## src/rtl/spi_pkg.sv

```systemverilog
// Shared state encoding and default sizing for the SPI burst slave.
// Latency: n/a (types and constants only).
// Backpressure: n/a.
package spi_pkg;

   typedef enum logic [2:0] {
      ST_IDLE,
      ST_HDR,
      ST_FETCH,
      ST_DATA,
      ST_DRAIN
   } spi_state_t;

   localparam int SPI_ADDR_W_DEF      = 7;
   localparam int SPI_DATA_W_DEF      = 32;
   localparam int SPI_SYNC_STAGES_DEF = 2;

   function automatic int max_int(input int a, input int b);
      return (a > b) ? a : b;
   endfunction

endpackage

```

## src/rtl/spi_sync.sv

```systemverilog
// Multi-flop synchroniser for one asynchronous SPI pin, plus a one-Clk-older copy for edge detection.
// Latency: STAGES Clk to sync_out, STAGES+1 Clk to prev_out.
// Backpressure: none; free-running every Clk.
//
// Ports: Clk, Reset_n (async, active-low), async_in (raw pin),
//        sync_out (synchronised level), prev_out (sync_out delayed by one Clk).
module spi_sync #(
   parameter int   STAGES  = 2,
   parameter logic RST_VAL = 1'b0
)(
   input  logic Clk,
   input  logic Reset_n,
   input  logic async_in,
   output logic sync_out,
   output logic prev_out
);

   logic [STAGES-1:0] chain;

   always_ff @(posedge Clk or negedge Reset_n) begin
      if (!Reset_n) begin
         chain    <= {STAGES{RST_VAL}};
         prev_out <= RST_VAL;
      end else begin
         chain    <= {chain[STAGES-2:0], async_in};
         prev_out <= chain[STAGES-1];
      end
   end

   assign sync_out = chain[STAGES-1];

endmodule

```

## src/rtl/spi_slave_burst.sv

```systemverilog
// SPI mode-0 slave that bursts words to/from a word-addressed RAM after an (ADDR_W+1)-bit header.
// Latency: SYNC_STAGES+1 Clk from an SPI pin edge to its effect; RAM_we one Clk after the last bit is seen.
// Backpressure: none; the SPI master paces everything, SPI_CLK must be no faster than Clk/8.
//
// Ports: Clk, Reset_n (async, active-low); SPI_CLK/SPI_CS/SPI_MOSI in, SPI_MISO out;
//        Data_Addr/Data_Read RAM read port, data_fromPI/RAM_we RAM write port;
//        Busy (CS asserted and frame accepted), Frame_err (one-Clk pulse on a truncated frame).
module spi_slave_burst
   import spi_pkg::*;
#(
   parameter int ADDR_W      = SPI_ADDR_W_DEF,
   parameter int DATA_W      = SPI_DATA_W_DEF,
   parameter int SYNC_STAGES = SPI_SYNC_STAGES_DEF
)(
   input  logic              Clk,
   input  logic              Reset_n,
   input  logic              SPI_CLK,
   input  logic              SPI_CS,
   input  logic              SPI_MOSI,
   output logic              SPI_MISO,
   output logic [ADDR_W-1:0] Data_Addr,
   input  logic [DATA_W-1:0] Data_Read,
   output logic [DATA_W-1:0] data_fromPI,
   output logic              RAM_we,
   output logic              Busy,
   output logic              Frame_err
);

   localparam int SR_W  = max_int(ADDR_W + 1, DATA_W);
   localparam int CNT_W = $clog2(SR_W + 1);

   localparam logic [CNT_W-1:0] HDR_LAST  = CNT_W'(ADDR_W);
   localparam logic [CNT_W-1:0] WORD_LAST = CNT_W'(DATA_W - 1);

   spi_state_t state, state_nxt;

   logic              sclk_s, sclk_p, cs_s, cs_p, mosi_s, mosi_p;
   logic              sclk_rise, sclk_fall, cs_rise, cs_fall, sck_r, sck_f;
   logic              mosi_bit;
   logic [CNT_W-1:0]  cnt;
   logic [SR_W-1:0]   sh;
   logic              wr;
   logic              armed;
   logic [SYNC_STAGES:0] settle;

   spi_sync #(.STAGES(SYNC_STAGES), .RST_VAL(1'b0)) u_sync_sclk (
      .Clk(Clk), .Reset_n(Reset_n), .async_in(SPI_CLK),  .sync_out(sclk_s), .prev_out(sclk_p));
   spi_sync #(.STAGES(SYNC_STAGES), .RST_VAL(1'b1)) u_sync_cs (
      .Clk(Clk), .Reset_n(Reset_n), .async_in(SPI_CS),   .sync_out(cs_s),   .prev_out(cs_p));
   spi_sync #(.STAGES(SYNC_STAGES), .RST_VAL(1'b0)) u_sync_mosi (
      .Clk(Clk), .Reset_n(Reset_n), .async_in(SPI_MOSI), .sync_out(mosi_s), .prev_out(mosi_p));

   assign sclk_rise = sclk_s & ~sclk_p;
   assign sclk_fall = ~sclk_s & sclk_p;
   assign cs_rise   = cs_s & ~cs_p;
   assign cs_fall   = ~cs_s & cs_p;

   // A CS rise in the same Clk as an SCLK edge ends the frame; that edge is dropped.
   assign sck_r = sclk_rise & ~cs_rise;
   assign sck_f = sclk_fall & ~cs_rise;

   // MOSI is taken from the copy aligned with sclk_p, i.e. the last cycle SCLK was still low,
   // so a master that moves MOSI right at the rising edge still meets setup.
   assign mosi_bit = mosi_p;

   assign Busy   = (state != ST_IDLE);
   assign RAM_we = (state == ST_DRAIN);

   always_comb begin
      state_nxt = state;
      case (state)
         ST_IDLE:  if (armed && cs_fall) state_nxt = ST_HDR;
         // The W bit was the first header bit, so it sits at sh[ADDR_W-1] when the last bit arrives.
         ST_HDR:   if (sck_r && cnt == HDR_LAST) state_nxt = sh[ADDR_W-1] ? ST_DATA : ST_FETCH;
         ST_FETCH: state_nxt = ST_DATA;
         ST_DATA:  if (sck_r && cnt == WORD_LAST) state_nxt = wr ? ST_DRAIN : ST_FETCH;
         ST_DRAIN: state_nxt = ST_DATA;
         default:  state_nxt = ST_IDLE;
      endcase
      if (cs_rise) state_nxt = ST_IDLE;
   end

   always_ff @(posedge Clk or negedge Reset_n) begin
      if (!Reset_n) begin
         state       <= ST_IDLE;
         cnt         <= '0;
         sh          <= '0;
         wr          <= 1'b0;
         armed       <= 1'b0;
         settle      <= '0;
         Data_Addr   <= '0;
         data_fromPI <= '0;
         SPI_MISO    <= 1'b0;
         Frame_err   <= 1'b0;
      end else begin
         state <= state_nxt;

         // The CS synchroniser comes out of reset preset high; only once it has flushed and
         // shows CS high for real do we accept a falling edge. A frame in progress
         // across reset is therefore ignored until CS deasserts.
         settle <= {settle[SYNC_STAGES-1:0], 1'b1};
         if (settle[SYNC_STAGES] && cs_s) armed <= 1'b1;

         Frame_err <= cs_rise && ((state == ST_HDR) || (state == ST_DATA && cnt != '0));

         if (cs_rise) SPI_MISO <= 1'b0;

         case (state)
            ST_IDLE: begin
               SPI_MISO <= 1'b0;
               if (state_nxt == ST_HDR) begin
                  cnt <= '0;
                  sh  <= '0;
               end
            end
            ST_HDR: begin
               if (sck_r) begin
                  sh <= {sh[SR_W-2:0], mosi_bit};
                  if (cnt == HDR_LAST) begin
                     cnt       <= '0;
                     wr        <= sh[ADDR_W-1];
                     Data_Addr <= {sh[ADDR_W-2:0], mosi_bit};
                  end else begin
                     cnt <= cnt + 1'b1;
                  end
               end
            end
            // Data_Read has had a full Clk to follow the new Data_Addr.
            ST_FETCH: sh <= SR_W'(Data_Read);
            ST_DATA: begin
               if (wr) begin
                  if (sck_r) begin
                     sh <= {sh[SR_W-2:0], mosi_bit};
                     if (cnt == WORD_LAST) begin
                        cnt         <= '0;
                        data_fromPI <= {sh[DATA_W-2:0], mosi_bit};
                     end else begin
                        cnt <= cnt + 1'b1;
                     end
                  end
               end else begin
                  if (sck_f) begin
                     SPI_MISO <= sh[DATA_W-1];
                     sh       <= sh << 1;
                  end
                  if (sck_r) begin
                     if (cnt == WORD_LAST) begin
                        cnt       <= '0;
                        Data_Addr <= Data_Addr + 1'b1;
                     end else begin
                        cnt <= cnt + 1'b1;
                     end
                  end
               end
            end
            // RAM_we is high during this state; the address moves on as it ends.
            ST_DRAIN: Data_Addr <= Data_Addr + 1'b1;
            default: ;
         endcase
      end
   end

endmodule

```

## config.mk

```make
export PLATFORM = sky130hd
export DESIGN_NAME = spi_slave_burst
export DESIGN_NICKNAME = d
export VERILOG_FILES = /design/src/rtl/spi_pkg.sv /design/src/rtl/spi_sync.sv /design/src/rtl/spi_slave_burst.sv
export SDC_FILE = /design/constraint.sdc
export NUM_CORES = 1
export LEC_CHECK = 0
export ABC_AREA = 0
export CORE_UTILIZATION = 40
export DETAILED_ROUTE_END_ITERATION = 10
export MAX_ROUTING_LAYER = met4
export PLACE_DENSITY_LB_ADDON = 0.12
export SYNTH_ARGS = -nofsm -noshare
export SYNTH_HDL_FRONTEND = slang
export SYNTH_SLANG_ARGS = --single-unit
```

## constraint.sdc

```tcl
create_clock -name Clk -period 1.8 [get_ports Clk]
set_clock_uncertainty 0.05 [all_clocks]
set_input_delay 0.54 -clock Clk [delete_from_list [all_inputs] [get_ports Clk]]
set_output_delay 0.54 -clock Clk [all_outputs]
set_load 0.03 [all_outputs]
```

## Yosys cells after proc, flatten, opt, wreduce, memory -nomap -nowiden

Cells that the tools add are included.
W data, S select, Z words.

| operators by class | value |
|---|---|
| add/sub/neg operators | 2 |
| bitwise operators | 11 |
| reductions and logical operators | 19 |
| mux-type cells | 28 |
| equality and inequality tests | 14 |

Operators with widths:

| operator | count |
|---|---|
| $mux W32 | 4 |
| $pmux W32 S4 | 1 |
| $mux W7 | 5 |
| $mux W6 | 5 |
| $pmux W7 S3 | 1 |
| $pmux W6 S3 | 1 |
| $mux W3 | 5 |
| $ne A2 B2 Y1 const B | 6 |
| $pmux W3 S4 | 1 |
| $reduce_bool A3 Y1 | 3 |
| $reduce_and A4 Y1 | 2 |
| $add A7 B1 Y7 const B | 1 |
| $add A6 B1 Y6 const B | 1 |
| $and A1 B1 Y1 | 6 |
| $eq A3 B1 Y1 const B | 2 |
| $eq A3 B2 Y1 const B | 2 |
| $eq A6 B3 Y1 const B | 1 |
| $eq A6 B5 Y1 const B | 1 |
| $logic_and A1 B1 Y1 | 6 |
| $reduce_and A3 Y1 | 2 |
| $reduce_and A6 Y1 | 1 |
| $reduce_bool A6 Y1 | 1 |
| $not A1 Y1 | 5 |
| $mux W1 | 4 |
| other kinds (7) | 7 |

| storage, ports and cells | value |
|---|---|
| word-level logic and storage cells | 90 |
| output and inout port bits | 43 |
| register bits after elaboration | 96 |
| input bits | 37 |

## Longest topological paths before layout

| depth | value |
|---|---|
| depth after elaboration | 11 |
| depth in mapped cells | 8 |
| depth with buffers taken out | 6 |

## Modules after synthesis

Synthesis repeated with hierarchy kept, for this count alone.

| unflattened totals | value |
|---|---|
| cell total of the unflattened synthesis | 364 |
| area total of the unflattened synthesis | 4272.8 sq um |

By module, submodules not included:

| module | instances | area an instance (sq um) | seq. area each (sq um) | cells each |
|---|---|---|---|---|
| spi_slave_burst | 1 | 4043.9 | 2177.1 | 355 |
| spi_sync (u_sync_mosi ...) | 2 | 75.1 | 75.1 | 3 |
| spi_sync (u_sync_cs) | 1 | 78.8 | 78.8 | 3 |

## Worst setup path before layout

Ideal clock, no wire load.

| path | value |
|---|---|
| kind | reg2reg |
| from | register state[0] |
| to | register Data_Addr[5] |
| library setup time | 0.127 ns |
| cell stages (with the launch flop) | 7 |
| path buffers | 1 |
| clock period less this slack | 2.387 ns |
| arrival time | 2.210 ns |
| data required time | 1.623 ns |
| path slack | -0.587 ns |
| cell sequence | dfrtp_1 buf_2 nor3b_1 a21oi_1 a21oi_1 a21oi_1 o2bb2a_1 |

| on the way | value |
|---|---|
| longest elaborated chain between the ends | 3 |
| elaborated cells on any way between the ends | 11 |
| classes of those cells | eq/ne: 8; mux: 1; reduce/logical: 2 |

Ends and longest elaborated chain:

| element | RTL line | source |
|---|---|---|
| start: declaration | spi_slave_burst.sv:35 | `spi_state_t state, state_nxt;` |
| start signal: assignment | spi_slave_burst.sv:96 | `state <= state_nxt;` |
| $eq A3 B3 Y1 (*) | -- |  |
| net RAM_we | spi_slave_burst.sv:24 | `output logic RAM_we,` |
| $reduce_bool A3 Y1 (no line) | -- |  |
| $reduce_and A6 Y1 (no line) | -- |  |
| end signal: assignment | spi_slave_burst.sv:122 | `Data_Addr <= {sh[ADDR_W-2:0], mosi_bit};` |
| end signal: assignment | spi_slave_burst.sv:149 | `Data_Addr <= Data_Addr + 1'b1;` |
| end signal: assignment | spi_slave_burst.sv:157 | `ST_DRAIN: Data_Addr <= Data_Addr + 1'b1;` |
| end: declaration | spi_slave_burst.sv:21 | `output logic [ADDR_W-1:0] Data_Addr,` |

Mark *: on every way through the listed nets, which the timed path passes. The rest lies on a longest branch.
A chain may end at the register's enable or synchronous reset.

## Worst setup path in the final report

| path | value |
|---|---|
| from | register state[1] |
| to | output port Busy |

| on the way | value |
|---|---|
| longest elaborated chain between the ends | 1 |

Ends and longest elaborated chain:

| element | RTL line | source |
|---|---|---|
| $reduce_bool A3 Y1 | spi_slave_burst.sv:66 | `assign Busy = (state != ST_IDLE);` |
| end: declaration | spi_slave_burst.sv:25 | `output logic Busy,` |

Every way passes these cells.

==> run metrics <==
Post-Route WL=11740 µm; Synth-to-Final Area Change=52.04%; max_cap viols=0; clock-pin slew on the worst setup and hold paths=100 ps; cell count after synthesis=348; ranking of synthesized cells by instance count=93 x sky130_fd_sc_hd__dfrtp_1, 32 x sky130_fd_sc_hd__a22oi_1, 32 x sky130_fd_sc_hd__mux2_2, 32 x sky130_fd_sc_hd__o2bb2ai_1, 16 x sky130_fd_sc_hd__nand2_1; Hold Crit Class=primary input to asynchronous set/reset pin; final setup violating endpoints=79; worst path arrival time=1470 ps; number of pins exceeding their max-slew limit in the final report=0; count leader, synth=sky130_fd_sc_hd__dfrtp_1; Routability Congestion=0.8867; drt first-iter violations=161; global-route usage over all layers=21.96%; net total in the final layout=540; DR pass1 iterations=4; Hold Violations, Final=0; die area=11050 µm²; worst reg-to-reg setup slack=-260 ps; Clk Latency, worst-skew pair=~370 ps; VDD IR-drop max=~0.42 mV; cell area after synthesis=4253 µm²; post-route standard cell area excluding fillers=between 6000 and 7000 µm²; placed instance count=597; GR Layer Usage met1=29.94%; total number of H-tree levels=3; result of the run=finished, violations left; start-to-end type of the worst setup path=register to output port; post-route setup TNS=-15370 ps; number of vias per cell after detailed routing=5.504; drt wl/cell=18.31 µm; Leakage Power=0.003018 µW; number of sinks on the clock net=96; Area after DPL=5645 µm²; power per cell area=784.6 nW/µm²; sequential-to-total area share from yosys stat=between 50% and 60%; violations in the final reports=setup timing; Synth Net Count=388; dominant cells by area after synthesis=sky130_fd_sc_hd__dfrtp_1 55%, sky130_fd_sc_hd__mux2_2 8.5%, sky130_fd_sc_hd__o2bb2ai_1 6.6%; number of enable-type register cells in the synthesized netlist=0; Max Freq=0.4862 GHz; count of yosys warnings during synthesis=0; starting density of the core=41.20%; total power after layout=between 5000 and 6000 µW; synthesized area per cell=12.22 µm²; first-pass GRT wire length=about 18000 µm; pin count of the biggest net entering global routing=38; number of I/O pins=80; total via count after detailed routing=3528; root buffer cell=sky130_fd_sc_hd__clkbuf_8; vias in the first global route=3557; global-route met3 utilization=4.429%; share of the synthesized area in the top cell type=54.72%; dpl ws=-186.0 ps; height of the chip=105.1 µm; global routing met2 resource utilization=33.11%; DRC violation count after routing=0; Synth async-reset ratio=100.0%; GRT busiest layer=met2; core region area=a little over 10000 µm²; initial antenna violation count=0; element type at the critical path end=output port; worst-path maximum fanout=4; data required time of the worst path=1210 ps; floorplan row count=37; Bufs on Longest Clock Path=2; share of final-layout standard cells stronger than drive strength 1=around two fifths; Synth area leader=sky130_fd_sc_hd__dfrtp_1; fraction of the cycle the final worst path needs=114.3%; startpoint type of the worst setup path=register; Post-DP HPWL=~7000 µm; unrepaired setup endpoints after global routing=yes; Routed Antenna Nets=0; horizontal die dimension=105.1 µm; post-route insts no fill=641; count of buffers from port buffering=79; Worst Setup Slack, final=-256.8 ps; overflow left after global routing=0; CTS tree=done; unique cell type count in the Yosys netlist=56; predominant post-synthesis flop cell=sky130_fd_sc_hd__dfrtp_1; Inserted Clock Buffers=9; total inserted antenna cells=0; Min Clock Period, post-route=roughly 2100 ps; number of storage elements in the synthesis netlist=96
## sequential cells by signal, indices dropped and copies added (netlist names), 2 cells and up
signal,flops
Data_Addr,7
cnt,6
data_fromPI,32
settle,3
sh,32
state,3
u_sync_cs.chain,2
u_sync_mosi.chain,2
u_sync_sclk.chain,2
## metal layers
metal  wire [µm]  vias to the layer above
met1        5248                     1783
li1            -                     1625
met3         556                       18
met4         209                        0
met5           0                        -
met2        5723                      102
## path summary, 6_finish.rpt
kind	startpoint	to	depth (start not counted)
worst max-delay path	state[1]$_DFF_PN0_	Busy	3
worst min-delay path	Reset_n	cnt[0]$_DFFE_PN0P_	1
max in group asynchronous	Reset_n	state[0]$_DFF_PN0_	2
worst max register to register	u_sync_cs.prev_out$_DFF_PN1_	Data_Addr[0]$_DFFE_PN0P_	6
min in group Clk	settle[0]$_DFF_PN0_	settle[1]$_DFF_PN0_	0
worst min register to register	settle[0]$_DFF_PN0_	settle[1]$_DFF_PN0_	0
## cell families after synthesis
group	after synthesis	synth area share, %
AOI/OAI and AO/OA	116	20.65
DFF	96	56.58
and+or+nand+nor	70	9.885
muxes	33	8.709
buffers and inverters	29	3.207
adders and majority gates	3	0.8827
other	1	0.08818
## power breakdown
group	leakage, µW	internal (µW)	switching [µW]
combinational	0.00165	675	687
clock	0.0000830	545	770
sequential	0.00129	2280	117
total	0.00302	3500	1570
## placed cells by master, fill, tap and decap left out, types with 7 or more instances in the layout
master                            Yosys  routed
sky130_fd_sc_hd__a22oi_1             32      31
sky130_fd_sc_hd__buf_12               0      12
sky130_fd_sc_hd__buf_4                3      58
sky130_fd_sc_hd__buf_6                0      16
sky130_fd_sc_hd__clkbuf_8             0      10
sky130_fd_sc_hd__clkdlybuf4s50_1      0      35
sky130_fd_sc_hd__dfrtp_1             93      91
sky130_fd_sc_hd__dlygate4sd2_1        0      38
sky130_fd_sc_hd__mux2_2              32      28
sky130_fd_sc_hd__nand2_1             16      16
sky130_fd_sc_hd__nand3_1              9       9
sky130_fd_sc_hd__o21ai_0             15       7
sky130_fd_sc_hd__o21ai_1              0       7
sky130_fd_sc_hd__o2bb2ai_1           32      11
sky130_fd_sc_hd__o2bb2ai_2            0      19
## stage by stage
| step | hold WS, ps | util [%] |
|---|---|---|
| global placement | 283.7 | 54.68 |
| CTS | 19.82 | 59.19 |
| finish | 14.01 | 62.63 |
| detailed placement | 284.7 | 54.68 |
| global route | 27.21 | 62.63 |
| floorplan | 194.4 | - |
## final cells by class
cell class / instances / area (µm²)
clock buffers: 12 / 145.1
clock inverters: 4 / 28.78
fillers: 846 / 3857
inverters: 5 / 22.52
multi-input cells: 223 / 2049
flip-flops and latches: 96 / 2409
well taps: 136 / 170.2
repair buffers: 165 / 1642
## critical path, stage by stage, from the launching register on
cell and delay, ps:
sky130_fd_sc_hd__dfrtp_2 450, sky130_fd_sc_hd__or3_4 410, sky130_fd_sc_hd__buf_6 120, sky130_fd_sc_hd__buf_6 120
## what timing repair did
item,in CTS,in global routing
endpoints found under the setup margin,117,83
hold buffers,0,0
cloned,4,2
setup buffers,14,13
gates resized for setup,73,65
pin swaps,3,20
No activity file was read; power rests on OpenSTA's default activity.
